**src/rtl/store_buffer_if.sv**
```systemverilog
// store_buffer_if: MEM-stage store/load handshake plus the single data-memory
// port driven by the store buffer. The master side is the pipeline, the slave
// side is the buffer.
interface store_buffer_if;
  logic        st_valid;
  logic        st_ready;
  logic [31:0] st_addr;
  logic [2:0]  st_func3;
  logic [31:0] st_data;
  logic        ld_valid;
  logic [31:0] ld_addr;
  logic [2:0]  ld_func3;
  logic        ld_stall;
  logic        ld_fwd_valid;
  logic [31:0] ld_fwd_data;
  logic        mem_read;
  logic        mem_write;
  logic [31:0] mem_addr;
  logic [2:0]  mem_func3;
  logic [31:0] mem_wdata;
  logic        empty;

  modport master (
    output st_valid, st_addr, st_func3, st_data, ld_valid, ld_addr, ld_func3,
    input  st_ready, ld_stall, ld_fwd_valid, ld_fwd_data,
    input  mem_read, mem_write, mem_addr, mem_func3, mem_wdata, empty
  );

  modport slave (
    input  st_valid, st_addr, st_func3, st_data, ld_valid, ld_addr, ld_func3,
    output st_ready, ld_stall, ld_fwd_valid, ld_fwd_data,
    output mem_read, mem_write, mem_addr, mem_func3, mem_wdata, empty
  );
endinterface

```
**src/rtl/store_buffer.sv**
```systemverilog
// store_buffer: posted-store FIFO between the MEM stage and the data memory.
// Stores retire in one cycle and drain in program order whenever no load owns
// the memory port. Loads overlapping a buffered store stall until it drains.
// Optional feature macro: STBUF_FWD_EN (word-exact store-to-load forwarding).
// Outputs are combinational from inputs and state; while rst is high they are
// forced to their reset values.
module store_buffer #(
  parameter int DEPTH = 4
) (
  input  logic clk,
  input  logic rst,
  store_buffer_if.slave bus
);

  localparam int PTR_W = (DEPTH > 1) ? $clog2(DEPTH) : 1;
  localparam int CNT_W = PTR_W + 1;
  localparam logic [CNT_W-1:0] DEPTH_C = CNT_W'(DEPTH);

  logic [31:0]      ent_addr_r  [DEPTH];
  logic [2:0]       ent_func3_r [DEPTH];
  logic [31:0]      ent_data_r  [DEPTH];
  logic [PTR_W-1:0] head_r;
  logic [PTR_W-1:0] tail_r;
  logic [CNT_W-1:0] count_r;

  logic             hazard_s;
  logic             fwd_s;
  logic             enq_s;
  logic             drain_s;
`ifdef STBUF_FWD_EN
  logic [PTR_W-1:0] young_s;
`endif

  logic             st_ready_s;
  logic             ld_stall_s;
  logic             ld_fwd_valid_s;
  logic [31:0]      ld_fwd_data_s;
  logic             mem_read_s;
  logic             mem_write_s;
  logic [31:0]      mem_addr_s;
  logic [2:0]       mem_func3_s;
  logic [31:0]      mem_wdata_s;
  logic             empty_s;

  // Last byte address of an access; 33 bits so ranges never wrap past 0xFFFFFFFF.
  function automatic logic [32:0] range_hi(input logic [31:0] addr, input logic [1:0] size_code);
    case (size_code)
      2'b00:   range_hi = {1'b0, addr};
      2'b01:   range_hi = {1'b0, addr} + 33'd1;
      default: range_hi = {1'b0, addr} + 33'd3;
    endcase
  endfunction

  // True when the two byte ranges share at least one byte.
  function automatic logic overlaps(input logic [31:0] a_addr, input logic [1:0] a_size,
                                    input logic [31:0] b_addr, input logic [1:0] b_size);
    overlaps = ({1'b0, a_addr} <= range_hi(b_addr, b_size)) &&
               ({1'b0, b_addr} <= range_hi(a_addr, a_size));
  endfunction

  // Scan every valid entry (head included) for overlap with the presented load,
  // remembering the youngest overlapping entry for forwarding.
  always_comb begin
    logic [PTR_W-1:0] idx_v;
    logic             hit_v;
    hazard_s = 1'b0;
    idx_v    = head_r;
    hit_v    = 1'b0;
`ifdef STBUF_FWD_EN
    young_s  = head_r;
`endif
    for (int i = 0; i < DEPTH; i++) begin
      idx_v    = head_r + PTR_W'(i);
      hit_v    = bus.ld_valid && (CNT_W'(i) < count_r) &&
                 overlaps(ent_addr_r[idx_v], ent_func3_r[idx_v][1:0],
                          bus.ld_addr, bus.ld_func3[1:0]);
      hazard_s = hazard_s | hit_v;
`ifdef STBUF_FWD_EN
      young_s  = hit_v ? idx_v : young_s;
`endif
    end
  end

`ifdef STBUF_FWD_EN
  // Forward only when the youngest overlap is an identical aligned word access.
  always_comb begin
    fwd_s = hazard_s &&
            (ent_func3_r[young_s] == 3'b010) &&
            (ent_addr_r[young_s] == bus.ld_addr) &&
            (bus.ld_func3 == 3'b010);
  end
`else
  assign fwd_s = 1'b0;
`endif

  // Memory port arbitration (loads first) and handshake outputs.
  always_comb begin
    st_ready_s     = 1'b1;
    empty_s        = 1'b1;
    ld_stall_s     = 1'b0;
    ld_fwd_valid_s = 1'b0;
    ld_fwd_data_s  = 32'h0000_0000;
    mem_read_s     = 1'b0;
    mem_write_s    = 1'b0;
    mem_addr_s     = 32'h0000_0000;
    mem_func3_s    = 3'b000;
    mem_wdata_s    = 32'h0000_0000;
    enq_s          = 1'b0;
    drain_s        = 1'b0;
    if (rst) begin
      st_ready_s = 1'b1;
      empty_s    = 1'b1;
    end else begin
      st_ready_s     = (count_r < DEPTH_C);
      empty_s        = (count_r == {CNT_W{1'b0}});
      ld_stall_s     = bus.ld_valid && hazard_s && !fwd_s;
      ld_fwd_valid_s = fwd_s;
`ifdef STBUF_FWD_EN
      ld_fwd_data_s  = fwd_s ? ent_data_r[young_s] : 32'h0000_0000;
`endif
      // Unsupported store sizes complete the handshake but are dropped.
      enq_s          = bus.st_valid && st_ready_s &&
                       ((bus.st_func3 == 3'b000) || (bus.st_func3 == 3'b001) ||
                        (bus.st_func3 == 3'b010));
      if (bus.ld_valid && !hazard_s) begin
        mem_read_s  = 1'b1;
        mem_addr_s  = bus.ld_addr;
        mem_func3_s = bus.ld_func3;
      end else if (count_r != {CNT_W{1'b0}}) begin
        mem_write_s = 1'b1;
        drain_s     = 1'b1;
        mem_addr_s  = ent_addr_r[head_r];
        mem_func3_s = ent_func3_r[head_r];
        mem_wdata_s = ent_data_r[head_r];
      end else begin
        mem_read_s  = 1'b0;
        mem_write_s = 1'b0;
      end
    end
  end

  // Head/tail pointers and occupancy count.
  always_ff @(posedge clk) begin
    if (rst) begin
      head_r  <= {PTR_W{1'b0}};
      tail_r  <= {PTR_W{1'b0}};
      count_r <= {CNT_W{1'b0}};
    end else begin
      if (enq_s) begin
        tail_r <= tail_r + PTR_W'(1);
      end
      if (drain_s) begin
        head_r <= head_r + PTR_W'(1);
      end
      case ({enq_s, drain_s})
        2'b10:   count_r <= count_r + CNT_W'(1);
        2'b01:   count_r <= count_r - CNT_W'(1);
        default: count_r <= count_r;
      endcase
    end
  end

  // Entry storage; validity comes from head/count, so the payload needs no reset.
  always_ff @(posedge clk) begin
    if (enq_s) begin
      ent_addr_r[tail_r]  <= bus.st_addr;
      ent_func3_r[tail_r] <= bus.st_func3;
      ent_data_r[tail_r]  <= bus.st_data;
    end
  end

  assign bus.st_ready     = st_ready_s;
  assign bus.empty        = empty_s;
  assign bus.ld_stall     = ld_stall_s;
  assign bus.ld_fwd_valid = ld_fwd_valid_s;
  assign bus.ld_fwd_data  = ld_fwd_data_s;
  assign bus.mem_read     = mem_read_s;
  assign bus.mem_write    = mem_write_s;
  assign bus.mem_addr     = mem_addr_s;
  assign bus.mem_func3    = mem_func3_s;
  assign bus.mem_wdata    = mem_wdata_s;

endmodule

```
**src/flat_wrapper.sv**
```systemverilog
// flat-port wrapper written by rule: the top's interface ports become plain ports
module store_buffer_flat 
#(
  parameter int DEPTH = 4
)
  (clk, rst, bus_st_valid, bus_st_addr, bus_st_func3, bus_st_data, bus_ld_valid, bus_ld_addr, bus_ld_func3, bus_st_ready, bus_ld_stall, bus_ld_fwd_valid, bus_ld_fwd_data, bus_mem_read, bus_mem_write, bus_mem_addr, bus_mem_func3, bus_mem_wdata, bus_empty);
  store_buffer_if bus_i ();
  input  logic clk;
  input  logic rst;
  input wire logic [$bits(bus_i.st_valid)-1:0] bus_st_valid;
  input wire logic [$bits(bus_i.st_addr)-1:0] bus_st_addr;
  input wire logic [$bits(bus_i.st_func3)-1:0] bus_st_func3;
  input wire logic [$bits(bus_i.st_data)-1:0] bus_st_data;
  input wire logic [$bits(bus_i.ld_valid)-1:0] bus_ld_valid;
  input wire logic [$bits(bus_i.ld_addr)-1:0] bus_ld_addr;
  input wire logic [$bits(bus_i.ld_func3)-1:0] bus_ld_func3;
  output wire logic [$bits(bus_i.st_ready)-1:0] bus_st_ready;
  output wire logic [$bits(bus_i.ld_stall)-1:0] bus_ld_stall;
  output wire logic [$bits(bus_i.ld_fwd_valid)-1:0] bus_ld_fwd_valid;
  output wire logic [$bits(bus_i.ld_fwd_data)-1:0] bus_ld_fwd_data;
  output wire logic [$bits(bus_i.mem_read)-1:0] bus_mem_read;
  output wire logic [$bits(bus_i.mem_write)-1:0] bus_mem_write;
  output wire logic [$bits(bus_i.mem_addr)-1:0] bus_mem_addr;
  output wire logic [$bits(bus_i.mem_func3)-1:0] bus_mem_func3;
  output wire logic [$bits(bus_i.mem_wdata)-1:0] bus_mem_wdata;
  output wire logic [$bits(bus_i.empty)-1:0] bus_empty;
  assign bus_i.st_valid = bus_st_valid;
  assign bus_i.st_addr = bus_st_addr;
  assign bus_i.st_func3 = bus_st_func3;
  assign bus_i.st_data = bus_st_data;
  assign bus_i.ld_valid = bus_ld_valid;
  assign bus_i.ld_addr = bus_ld_addr;
  assign bus_i.ld_func3 = bus_ld_func3;
  assign bus_st_ready = bus_i.st_ready;
  assign bus_ld_stall = bus_i.ld_stall;
  assign bus_ld_fwd_valid = bus_i.ld_fwd_valid;
  assign bus_ld_fwd_data = bus_i.ld_fwd_data;
  assign bus_mem_read = bus_i.mem_read;
  assign bus_mem_write = bus_i.mem_write;
  assign bus_mem_addr = bus_i.mem_addr;
  assign bus_mem_func3 = bus_i.mem_func3;
  assign bus_mem_wdata = bus_i.mem_wdata;
  assign bus_empty = bus_i.empty;
  store_buffer #(.DEPTH(DEPTH)) u_core (.clk(clk), .rst(rst), .bus(bus_i));
endmodule
```
**config.mk**
```make
export PLATFORM = sky130hd
export DESIGN_NAME = store_buffer_flat
export DESIGN_NICKNAME = d
export VERILOG_FILES = /design/src/rtl/store_buffer_if.sv /design/src/rtl/store_buffer.sv /design/src/flat_wrapper.sv
export SDC_FILE = /design/constraint.sdc
export NUM_CORES = 1
export LEC_CHECK = 0
export BUFFER_PORTS_ARGS = -buffer_cell sky130_fd_sc_hd__buf_4
export CAP_MARGIN = 20
export CORE_ASPECT_RATIO = 0.8
export CORE_UTILIZATION = 59
export CTS_BUF_LIST = sky130_fd_sc_hd__clkbuf_4 sky130_fd_sc_hd__clkbuf_8
export CTS_CLUSTER_DIAMETER = 120
export CTS_CLUSTER_SIZE = 14
export DETAILED_ROUTE_END_ITERATION = 10
export PLACE_DENSITY = 0.76
export SYNTH_ARGS = -nofsm -noshare
export SYNTH_HDL_FRONTEND = slang
export SYNTH_SLANG_ARGS = --single-unit
```
**constraint.sdc**
```tcl
create_clock -name clk -period 8.25 [get_ports clk]
set_input_delay 0 -clock clk [delete_from_list [all_inputs] [get_ports clk]]
set_output_delay 0 -clock clk [all_outputs]
set_load 0.02 [all_outputs]
```
# Word level (Yosys, flattened, before mapping)
# Memories as Yosys holds them, arrays and structs flattened. A register that Yosys moved wholly into a read port is not among the register bits.
# Index checks and enable logic that the tools add are counted.
# Widths: inputs -> output; s select.
# classes
n_reduce_logical	28
mux	32
addsub	16
n_eq_ne	9
magnitude_cmp	13
n_bitwise	3
# op_table
cell	n
$pmux 33 s2	5
$le 32x33->1	8
$mux 32	6
$add 32x1->33 const B	5
$add 32x2->33 const B	5
$logic_and 1x1->1	16
$eq 2x1->1 const B	6
$mux 2	6
$mux 1	11
$logic_not 2->1	5
$mux 3	3
$logic_not 3->1	2
$lt 1x3->1 const A	2
$lt 2x3->1 const A	2
$pmux 3 s2	1
$add 2x1->2 const B	2
$add 2x2->2 const B	2
$add 3x1->3 const B	1
$eq 3x1->1 const B	1
$eq 3x2->1 const B	1
$lt 3x3->1 const B	1
$or 1x1->1	3
$reduce_bool 3->1	1
$sub 3x1->3 const B	1
4 further kinds	5
# totals
memories	3
elab_cells	107
reg_bits	7
inputBits	106
ram_bits	268
out_inout_bits	105
# memory_table
memory	words	width	rd	rd_clocked_by_memory_dff	write_ports	line	source
u_core.ent_addr_r	4	32	4	1	1	store_buffer.sv:19	logic [31:0] ent_addr_r [DEPTH];
u_core.ent_data_r	4	32	1	1	1	store_buffer.sv:21	logic [31:0] ent_data_r [DEPTH];
u_core.ent_func3_r	4	3	4	1	1	store_buffer.sv:20	logic [2:0] ent_func3_r [DEPTH];

# Depth between registers and ports, before layout
# Gate-level depths: netlist (run 1).
# An unclocked memory read counts as a cell.
# logic_depth
depth_word	16
mapped_depth	36

# Worst setup path before layout (run 1)
# Ideal clock, no wire load.
# synth_timing
path_kind	reg2reg
startpoint	register u_core.head_r[1]
endpoint	register u_core.count_r[2]
path_buffers	8
t_arrival_ns	6.655
setup_ns	0.070
slack_ns	1.525
synth_period_minus_slack_ns	6.725
t_required_ns	8.180
stages_incl_launch_ff	35
path_cell_list	dfxtp_1 buf_6 buf_6 buf_4 buf_6 buf_6 buf_4 buf_6 mux2_2 a21oi_1 inv_1 ha_1 a21oi_1 or2_2 inv_1 nand4_1 nor2b_1 nand2_1 nor3b_1 xnor2_1 ha_1 nand4_1 nor2_1 nand2_1 nor4_1 o41a_1 o22ai_1 o21ai_1 nand2_1 o21ai_2 inv_2 buf_6 ha_1 or3_1 a21oi_1
# synth_via
elab_chain_len	16
# synth_lines
item	line	source
start: declaration	store_buffer.sv:22	logic [PTR_W-1:0] head_r;
start signal: assignment	store_buffer.sv:145	head_r <= {PTR_W{1'b0}};
start signal: assignment	store_buffer.sv:153	head_r <= head_r + PTR_W'(1);
$add 2x1->2	store_buffer.sv:73	idx_v = head_r + PTR_W'(i);
$mem_v2 4x32 or $mem_v2 4x3 (tied branches)	n/a	
$add 32x2->33, or another cell as far along	store_buffer.sv:50	default: range_hi = {1'b0, addr} + 33'd3;
$pmux 33 s2	store_buffer.sv:47	case (size_code)
$le 32x33->1	store_buffer.sv:58	({1'b0, b_addr} <= range_hi(a_addr, a_size));
$logic_and 1x1->1	store_buffer.sv:57	overlaps = ({1'b0, a_addr} <= range_hi(b_addr, b_size)) &&
$logic_and 1x1->1	store_buffer.sv:74	hit_v = bus.ld_valid && (CNT_W'(i) < count_r) &&
$or 1x1->1 (2 in a row)	store_buffer.sv:77	hazard_s = hazard_s | hit_v;
$or 1x1->1 (*)	store_buffer.sv:77	
$logic_not 1->1 (*)	store_buffer.sv:125	if (bus.ld_valid && !hazard_s) begin
$logic_and 1x1->1 (*)	store_buffer.sv:125	
$mux 1 (*) (2 in a row)	n/a	
net bus_mem_write	flat_wrapper.sv:22	output wire logic [$bits(bus_i.mem_write)-1:0] bus_mem_write;
$eq 2x1->1 or $eq 2x2->1 (tied branches)	store_buffer.sv:155	case ({enq_s, drain_s})
$pmux 3 s2 or $reduce_bool 2->1 (tied branches)	n/a	
end signal: assignment	store_buffer.sv:156	2'b10: count_r <= count_r + CNT_W'(1);
end signal: assignment	store_buffer.sv:157	2'b01: count_r <= count_r - CNT_W'(1);
end signal: assignment	store_buffer.sv:158	default: count_r <= count_r;
end: declaration	store_buffer.sv:24	logic [CNT_W-1:0] count_r;
# Mark *: on every way through the listed nets, which the timed path passes. The rest lies on a longest branch.
# A chain may end at the register's enable or synchronous reset.

==> impl_metrics.env, run 1 <==
export IMPL_crit_path_top_delay_cell="a221oi_1"
export IMPL_antenna_found_initial=0
export IMPL_p_leak_nw=9.40
export IMPL_postCtsHoldBufs=69
export IMPL_dp_hpwl_mm=49.8
export IMPL_worst_path_buf_inv=3
export IMPL_worstHoldStart="bus_st_addr[13]"
export IMPL_dp_cells=2497
export IMPL_cpLargestDelayFamily="simple AND/OR/NAND/NOR gates"
export IMPL_worstMarginPinSlew_ns=1.28
export IMPL_fill_cells=2689
export IMPL_dieArea_mm2=0.0393
export IMPL_core_mm2=0.0375
export IMPL_crit_path_start_kind="register"
export IMPL_clk_root_buffer_cell="clkbuf_8"
export IMPL_clk_transition_reported_paths_ns=0.11
export IMPL_grtUsageTotal_pct=33.6
export IMPL_finalHoldViolations=0
export IMPL_regToRegEndpoint="u_core.count_r[2]"
export IMPL_status="complete, no violations"
export IMPL_ys_ff_latch=277
export IMPL_start_util_pct=60.6
export IMPL_slowest_delay_ns=0.81
export IMPL_ys_seq_area_share_pct=36.2
export IMPL_path_max_fanout=36
export IMPL_cts_resized=0
export IMPL_antenna_left=0
export IMPL_final_cell_mix="ha_1 (270), edfxtp_1 (268), buf_4 (194)"
export IMPL_cts_tree="built"
export IMPL_die_h_um=178
export IMPL_vdd_drop_max_mv=0.161
export IMPL_fin_crit_ns=7.71
export IMPL_criticalPathCategory="reg -> out"
export IMPL_drive_gt1_share_pct=21.1
export IMPL_worst_r2r_cell_count=26
export IMPL_grt_pass1_wl_mm=99.3
export IMPL_drt_wl_total_mm=66.3
export IMPL_regArea_mm2=0.00824
export IMPL_final_max_slew_viol_count=0
export IMPL_drt_iter0_drc=2243
export IMPL_core_rowCount=63
export IMPL_fin_crit_sh_pct=93.5
export IMPL_clock_sinks=277
export IMPL_endpoint_kind="output pin"
export IMPL_setup_viol=0
export IMPL_nNetsFinal=2486
export IMPL_io_pins=211
export IMPL_cp_data_arrival_time_ns=7.71
export IMPL_fmax_mhz=130
export IMPL_final_instance_count_excl_fill=2608
export IMPL_required_ns=8.25
export IMPL_io_buffers=177
export IMPL_grt_max_degree=68
export IMPL_r2r_start="u_core.head_r[1]"
export IMPL_cpMostUsedCell="nand2_1"
export IMPL_cts_setup_buffers=0
export IMPL_clock_skew_ns=0.0305
export IMPL_setup_tns_ns=0
export IMPL_overflow=0
export IMPL_max_slew_margin_pct=14.2
export IMPL_drc=0
export IMPL_clock_latency_ns=0.63
export IMPL_wl_per_cell_um=25.4
export IMPL_area_growth_pct=11.9
export IMPL_rsz0062_at_grt="false"
export IMPL_synth_area_mm2=0.0227
export IMPL_synth_cell_types=76
export IMPL_yosys_warnings=0
export IMPL_synth_edf_count=268
export IMPL_crit_path_cell_trace="mux4_2, inv_1, nand2_1, ha_1, a21oi_1, or3b_2, nor3_1, buf_4, nand2_1, nor2_1, nand4_1, xor2_1, ha_1, nand2_1, o21ai_0, a221oi_1, o311ai_0, a21oi_1, a211o_1, o211ai_1, and3_4, nand3_4, a2bb2oi_1, buf_4"
export IMPL_clock_path_buffers=3
export IMPL_async_flop_share_pct=0
export IMPL_finalWeightedCongestion=0.985
export IMPL_r2r_setup_slack_ns=1.07
export IMPL_diodes=0
export IMPL_hold_path_class="in -> reg"
export IMPL_first_pass_iters=5
export IMPL_grt_pass1_vias=16631
export IMPL_post_drt_via_cell_ratio=6.67
export IMPL_cts_max_level=1
export IMPL_syn_inst=1874
export IMPL_cts_buffers=23
export IMPL_die_x_um=221
export IMPL_min_to="u_core.ent_addr_r[0][13]"
export IMPL_synthFlopType="edfxtp_1"
export IMPL_multi_input_area_mm2=0.0138
export IMPL_holdPathStages=2
export IMPL_post_dp_cell_area_mm2=0.0243
export IMPL_hold_ws_ns=0.107
export IMPL_layout_commonest_cell="ha_1"
export IMPL_synth_avg_cell_area_um2=12.1
export IMPL_detailroute_via_count=17391
export IMPL_final_area_mm2=0.0254
export IMPL_max_cap_violations=0
export IMPL_power_density_mw_per_mm2=155
==> through the flow <==
| step | power, mW | util (%) | setup slack, ns |
|---|---|---|---|
| 5_1_grt | 4.13 | 67.8 | 0.141 |
| 3_3_place_gp | 3.07 | 64.6 | 1.45 |
| 3_5_place_dp | 3.11 | 64.6 | 1.18 |
| 4_1_cts | 3.92 | 67.7 | 0.674 |
| 6_report | 3.95 | 67.8 | 0.536 |
| 2_1_floorplan | 2.68 | - | 1.52 |
==> area by class of cell <==
class / count / share of cell area (%)
multi-input combinational: 1492 / 54.2
sequential: 277 / 32.4
timing repair buffer: 264 / 8.55
tap: 487 / 2.40
clock buffer: 39 / 1.72
inverter: 47 / 0.694
clock inverter: 2 / 0.0640
==> registers in the layout (all words and copies together), names as in the netlist, named ones only <==
register,cells
u_core.count_r,3
u_core.tail_r,2
u_core.ent_addr_r,128
u_core.ent_func3_r,12
u_core.head_r,2
u_core.ent_data_r,128
==> where the power goes <==
part | total (mW) | switching, mW | leakage [nW] | internal, mW
logic | 1.56 | 0.893 | 6.65 | 0.672
registers | 1.58 | 0.0224 | 2.49 | 1.56
clock network | 0.801 | 0.466 | 0.249 | 0.336
total | 3.95 | 1.38 | 9.40 | 2.56
==> worst max path at each step <==
stage                          start  cells after the start  slack [ns]                 to
floorplan           u_core.head_r[1]                     34        1.52  u_core.count_r[2]
global placement    u_core.head_r[1]                     23        1.45  u_core.count_r[2]
detailed placement  u_core.head_r[1]                     26        1.18  u_core.count_r[2]
CTS                 u_core.head_r[1]                     19        0.67    bus_mem_addr[0]
global route        u_core.head_r[1]                     24        0.14   bus_mem_addr[31]
finish                      register                     24        0.54    bus_mem_addr[0]
==> layer usage <==
layer	share of wire (%)	vias to the layer above	GRT usage, %	wire (um)
li1	-	7751	-	-
met1	43	8642	47.7	28200
met2	45	869	52.2	29900
met3	9.5	129	7.04	6300
met4	2.8	0	9.90	1870
met5	0	-	0	0
==> cell families after synthesis <==
| family | share of synthesized area [%] |
|---|---|
| simple gates | 13.0 |
| flops | 36.2 |
| other cells | 0.0165 |
| buf+inv | 3.82 |
| xor+xnor | 6.09 |
| fa+ha+maj | 15.3 |
| mux | 17.1 |
| compound gates | 8.45 |
==> cell usage after synthesis, types with 3 or more instances <==
master | number | area (um2)
ha_1 | 270 | 3380
edfxtp_1 | 268 | 8050
nand2_1 | 162 | 608
mux4_2 | 152 | 3420
a21oi_1 | 104 | 521
nor2_1 | 94 | 353
xor2_1 | 91 | 797
nand4_1 | 80 | 500
xnor2_1 | 67 | 587
nand3_1 | 63 | 315
and2_1 | 49 | 307
inv_1 | 46 | 173
o21ai_0 | 46 | 230
buf_4 | 41 | 308
and3_1 | 31 | 194
a2bb2oi_2 | 30 | 450
a21o_1 | 26 | 195
buf_6 | 21 | 236
nor3_1 | 17 | 85.1
nand2b_1 | 16 | 100
mux2i_1 | 15 | 150
nor2b_1 | 15 | 93.8
clkbuf_1 | 14 | 52.6
nor4_1 | 14 | 87.6
buf_2 | 10 | 50.1
mux4_1 | 10 | 263
a211oi_1 | 9 | 67.6
dfxtp_1 | 9 | 180
and4_1 | 8 | 70.1
a2111oi_0 | 6 | 52.6
nor3b_1 | 6 | 45.0
o21a_1 | 6 | 45.0
fa_1 | 5 | 100
a221oi_1 | 4 | 35.0
mux2_2 | 4 | 45.0
or3_1 | 4 | 25.0
a211o_1 | 3 | 26.3
o211ai_1 | 3 | 22.5
o21bai_1 | 3 | 22.5
o22ai_1 | 3 | 18.8
o311ai_0 | 3 | 26.3
No activity file was read; power rests on OpenSTA's default activity.
==> run 2, diff against run 1 <==
clock period = 9.9 ns   (was 8.25 ns; I/O delays follow)
==> run 2 against run 1 <==
Compared with the run above: total power shrank 16%; critical endpoint is now bus_mem_func3[2]; via count grew 0.81%; register-to-register slack gained 0.50 ns; final area is essentially flat; worst hold slack lost 0.0074 ns; setup slack gained 0.75 ns.
==> impl_metrics.env, run 2 (synthesized netlist as in run 1, its figures left out) <==
export IMPL_status="complete, no violations"
export IMPL_wl_per_cell_um=26.4
export IMPL_reg_largest_list="u_core.ent_addr_r (128), u_core.ent_data_r (128), u_core.ent_func3_r (12)"
export IMPL_startpoint="u_core.head_r[1]"
export IMPL_grt_pass1_wl_mm=103
export IMPL_die_h_um=178
export IMPL_overflow=0
export IMPL_crit_path_top_delay_cell="dfxtp_4"
export IMPL_finalHoldViolations=0
export IMPL_cts_max_level=1
export IMPL_grt_pass1_vias=16694
export IMPL_dp_hpwl_mm=51.5
export IMPL_vdd_drop_max_mv=0.162
export IMPL_worst_r2r_cell_count=23
export IMPL_antenna_left=0
export IMPL_path_max_fanout=61
export IMPL_worst_path_buf_inv=3
export IMPL_criticalPathCategory="reg -> out"
export IMPL_clock_path_buffers=3
export IMPL_setup_tns_ns=0
export IMPL_required_ns=9.90
export IMPL_drive_gt1_share_pct=20.9
export IMPL_io_buffers=177
export IMPL_area_growth_pct=11.9
export IMPL_grtUsageTotal_pct=34.7
export IMPL_clock_power_share_pct=20.5
export IMPL_antenna_found_initial=0
export IMPL_comb_power_share_pct=39.0
export IMPL_p_int_mw=2.15
export IMPL_core_mm2=0.0375
export IMPL_hold_path_class="in -> reg"
export IMPL_post_drt_via_cell_ratio=6.73
export IMPL_die_x_um=221
export IMPL_cts_buffers=23
export IMPL_rsz0062_at_grt="false"
export IMPL_cp_num_cells=21
export IMPL_diodes=0
export IMPL_dieArea_mm2=0.0393
export IMPL_clk_transition_reported_paths_ns=0.11
export IMPL_cpLargestDelayFamily="simple AND/OR/NAND/NOR gates"
export IMPL_io_pins=211
export IMPL_holdPathStages=2
export IMPL_r2r_setup_slack_ns=1.57
export IMPL_fin_crit_sh_pct=87.0
export IMPL_drt_iter0_drc=2205
export IMPL_utilization_pct=67.8
export IMPL_cp_data_arrival_time_ns=8.61
export IMPL_power_density_mw_per_mm2=130
export IMPL_layout_commonest_cell="ha_1"
export IMPL_core_rowCount=63
export IMPL_worstMarginPinSlew_ns=1.19
export IMPL_regToRegEndpoint="u_core.count_r[2]"
export IMPL_cts_tree="built"
export IMPL_p_leak_nw=9.39
export IMPL_fmax_mhz=116
export IMPL_regArea_mm2=0.00824
export IMPL_cp_endpoint="bus_mem_func3[2]"
export IMPL_drc=0
export IMPL_fin_crit_ns=8.61
export IMPL_final_max_slew_viol_count=0
export IMPL_power_switching_mw=1.17
export IMPL_grt_max_degree=68
export IMPL_cts_setup_buffers=0
export IMPL_clock_sinks=277
export IMPL_fill_cells=2730
export IMPL_max_slew_margin_pct=19.7
export IMPL_postCtsHoldBufs=69
export IMPL_p_seq_share_pct=40.5
export IMPL_final_area_mm2=0.0254
export IMPL_clk_root_buffer_cell="clkbuf_8"
export IMPL_setup_viol=0
export IMPL_post_dp_cell_area_mm2=0.0242
export IMPL_clock_latency_ns=0.64
export IMPL_drt_wl_total_mm=68.8
export IMPL_finalPower_mw=3.32
export IMPL_first_pass_iters=6
export IMPL_finalWeightedCongestion=1.04
export IMPL_max_cap_violations=0
export IMPL_crit_path_cell_trace="buf_4, mux4_2, inv_1, fa_1, or3_1, nand2b_1, nor2_1, and3_1, xnor2_1, ha_1, nand4_1, nor4_1, o21ai_0, a31oi_1, o21ai_0, a41oi_1, a211o_1, and3_4, nand3b_4, o2bb2ai_1, buf_4"
export IMPL_dp_cells=2491
export IMPL_start_util_pct=60.6
export IMPL_nNetsFinal=2481
export IMPL_multi_input_area_mm2=0.0138
export IMPL_slowest_delay_ns=0.81
export IMPL_crit_path_start_kind="register"
export IMPL_detailroute_via_count=17532
export IMPL_endpoint_kind="output pin"
export IMPL_clock_skew_ns=0.0518
export IMPL_r2r_start="u_core.head_r[1]"
export IMPL_final_instance_count_excl_fill=2604
export IMPL_final_cell_mix="ha_1 (270), edfxtp_1 (268), buf_4 (188)"
export IMPL_p_sw_share_pct=35.2
export IMPL_cts_resized=0
## run 2: cell count changes in the layout (fill, tap and decap cells not counted)
cell      before  now
clkbuf_8      23   24
clkinv_2       1    0
buf_4        194  188
buf_16         1    2
clkbuf_4      16   17
## run 2: stage by stage
stage	hold WS [ns]	setup WS, ns
floorplan	0.0989	3.17
global placement	0.198	1.87
detailed placement	0.202	1.70
CTS	0.0688	1.32
global route	0.0959	0.886
finish	0.100	1.29
## run 2: how the worst min path moves through the flow
stage	start	end
6_report	bus_st_addr[20]	u_core.ent_addr_r[0][20]
5_1_grt	bus_st_data[7]	u_core.ent_data_r[0][7]
4_1_cts	bus_st_valid	u_core.tail_r[0]
3_5_place_dp	bus_st_data[15]	u_core.ent_data_r[2][15]
3_3_place_gp	bus_st_addr[3]	u_core.ent_addr_r[3][3]
2_1_floorplan	bus_st_addr[0]	u_core.ent_addr_r[0][0]
## run 2: final cells by class
cell class | count | area share, %
Multi-Input combinational cell | 1492 | 54.2
Sequential cell | 277 | 32.4
Timing Repair Buffer | 259 | 8.48
Tap cell | 487 | 2.40
Clock buffer | 41 | 1.80
Inverter | 47 | 0.694
Clock inverter | 1 | 0.0443
## run 2: worst reg2reg max path: cells and delay by family (launching register included)
kind,cells,cell delay (ns)
buffers and inverters,3,1.23
multiplexers,1,0.45
flip-flops,1,0.81
AO/OA/AOI/OAI,7,1.58
XOR/XNOR,1,0.09
AND/OR/NAND/NOR,8,2.89
adder cells (fa/ha/maj),3,1.23
## run 2: power groups by stage
stage               sequential, mW  clock [mW]  combinational [mW]
floorplan                     1.33           0               0.905
global placement              1.37           0                1.20
detailed placement            1.37           0                1.23
CTS                           1.34       0.684                1.26
global route                  1.35       0.728                1.39
finish                        1.34       0.681                1.29
## run 2: metal layers
metal	routed length, um	vias up	global-route usage [%]
li1	-	7735	-
met1	29300	8655	50.0
met2	30700	1011	53.8
met3	6810	131	7.28
met4	1950	0	8.74
met5	0	-	0
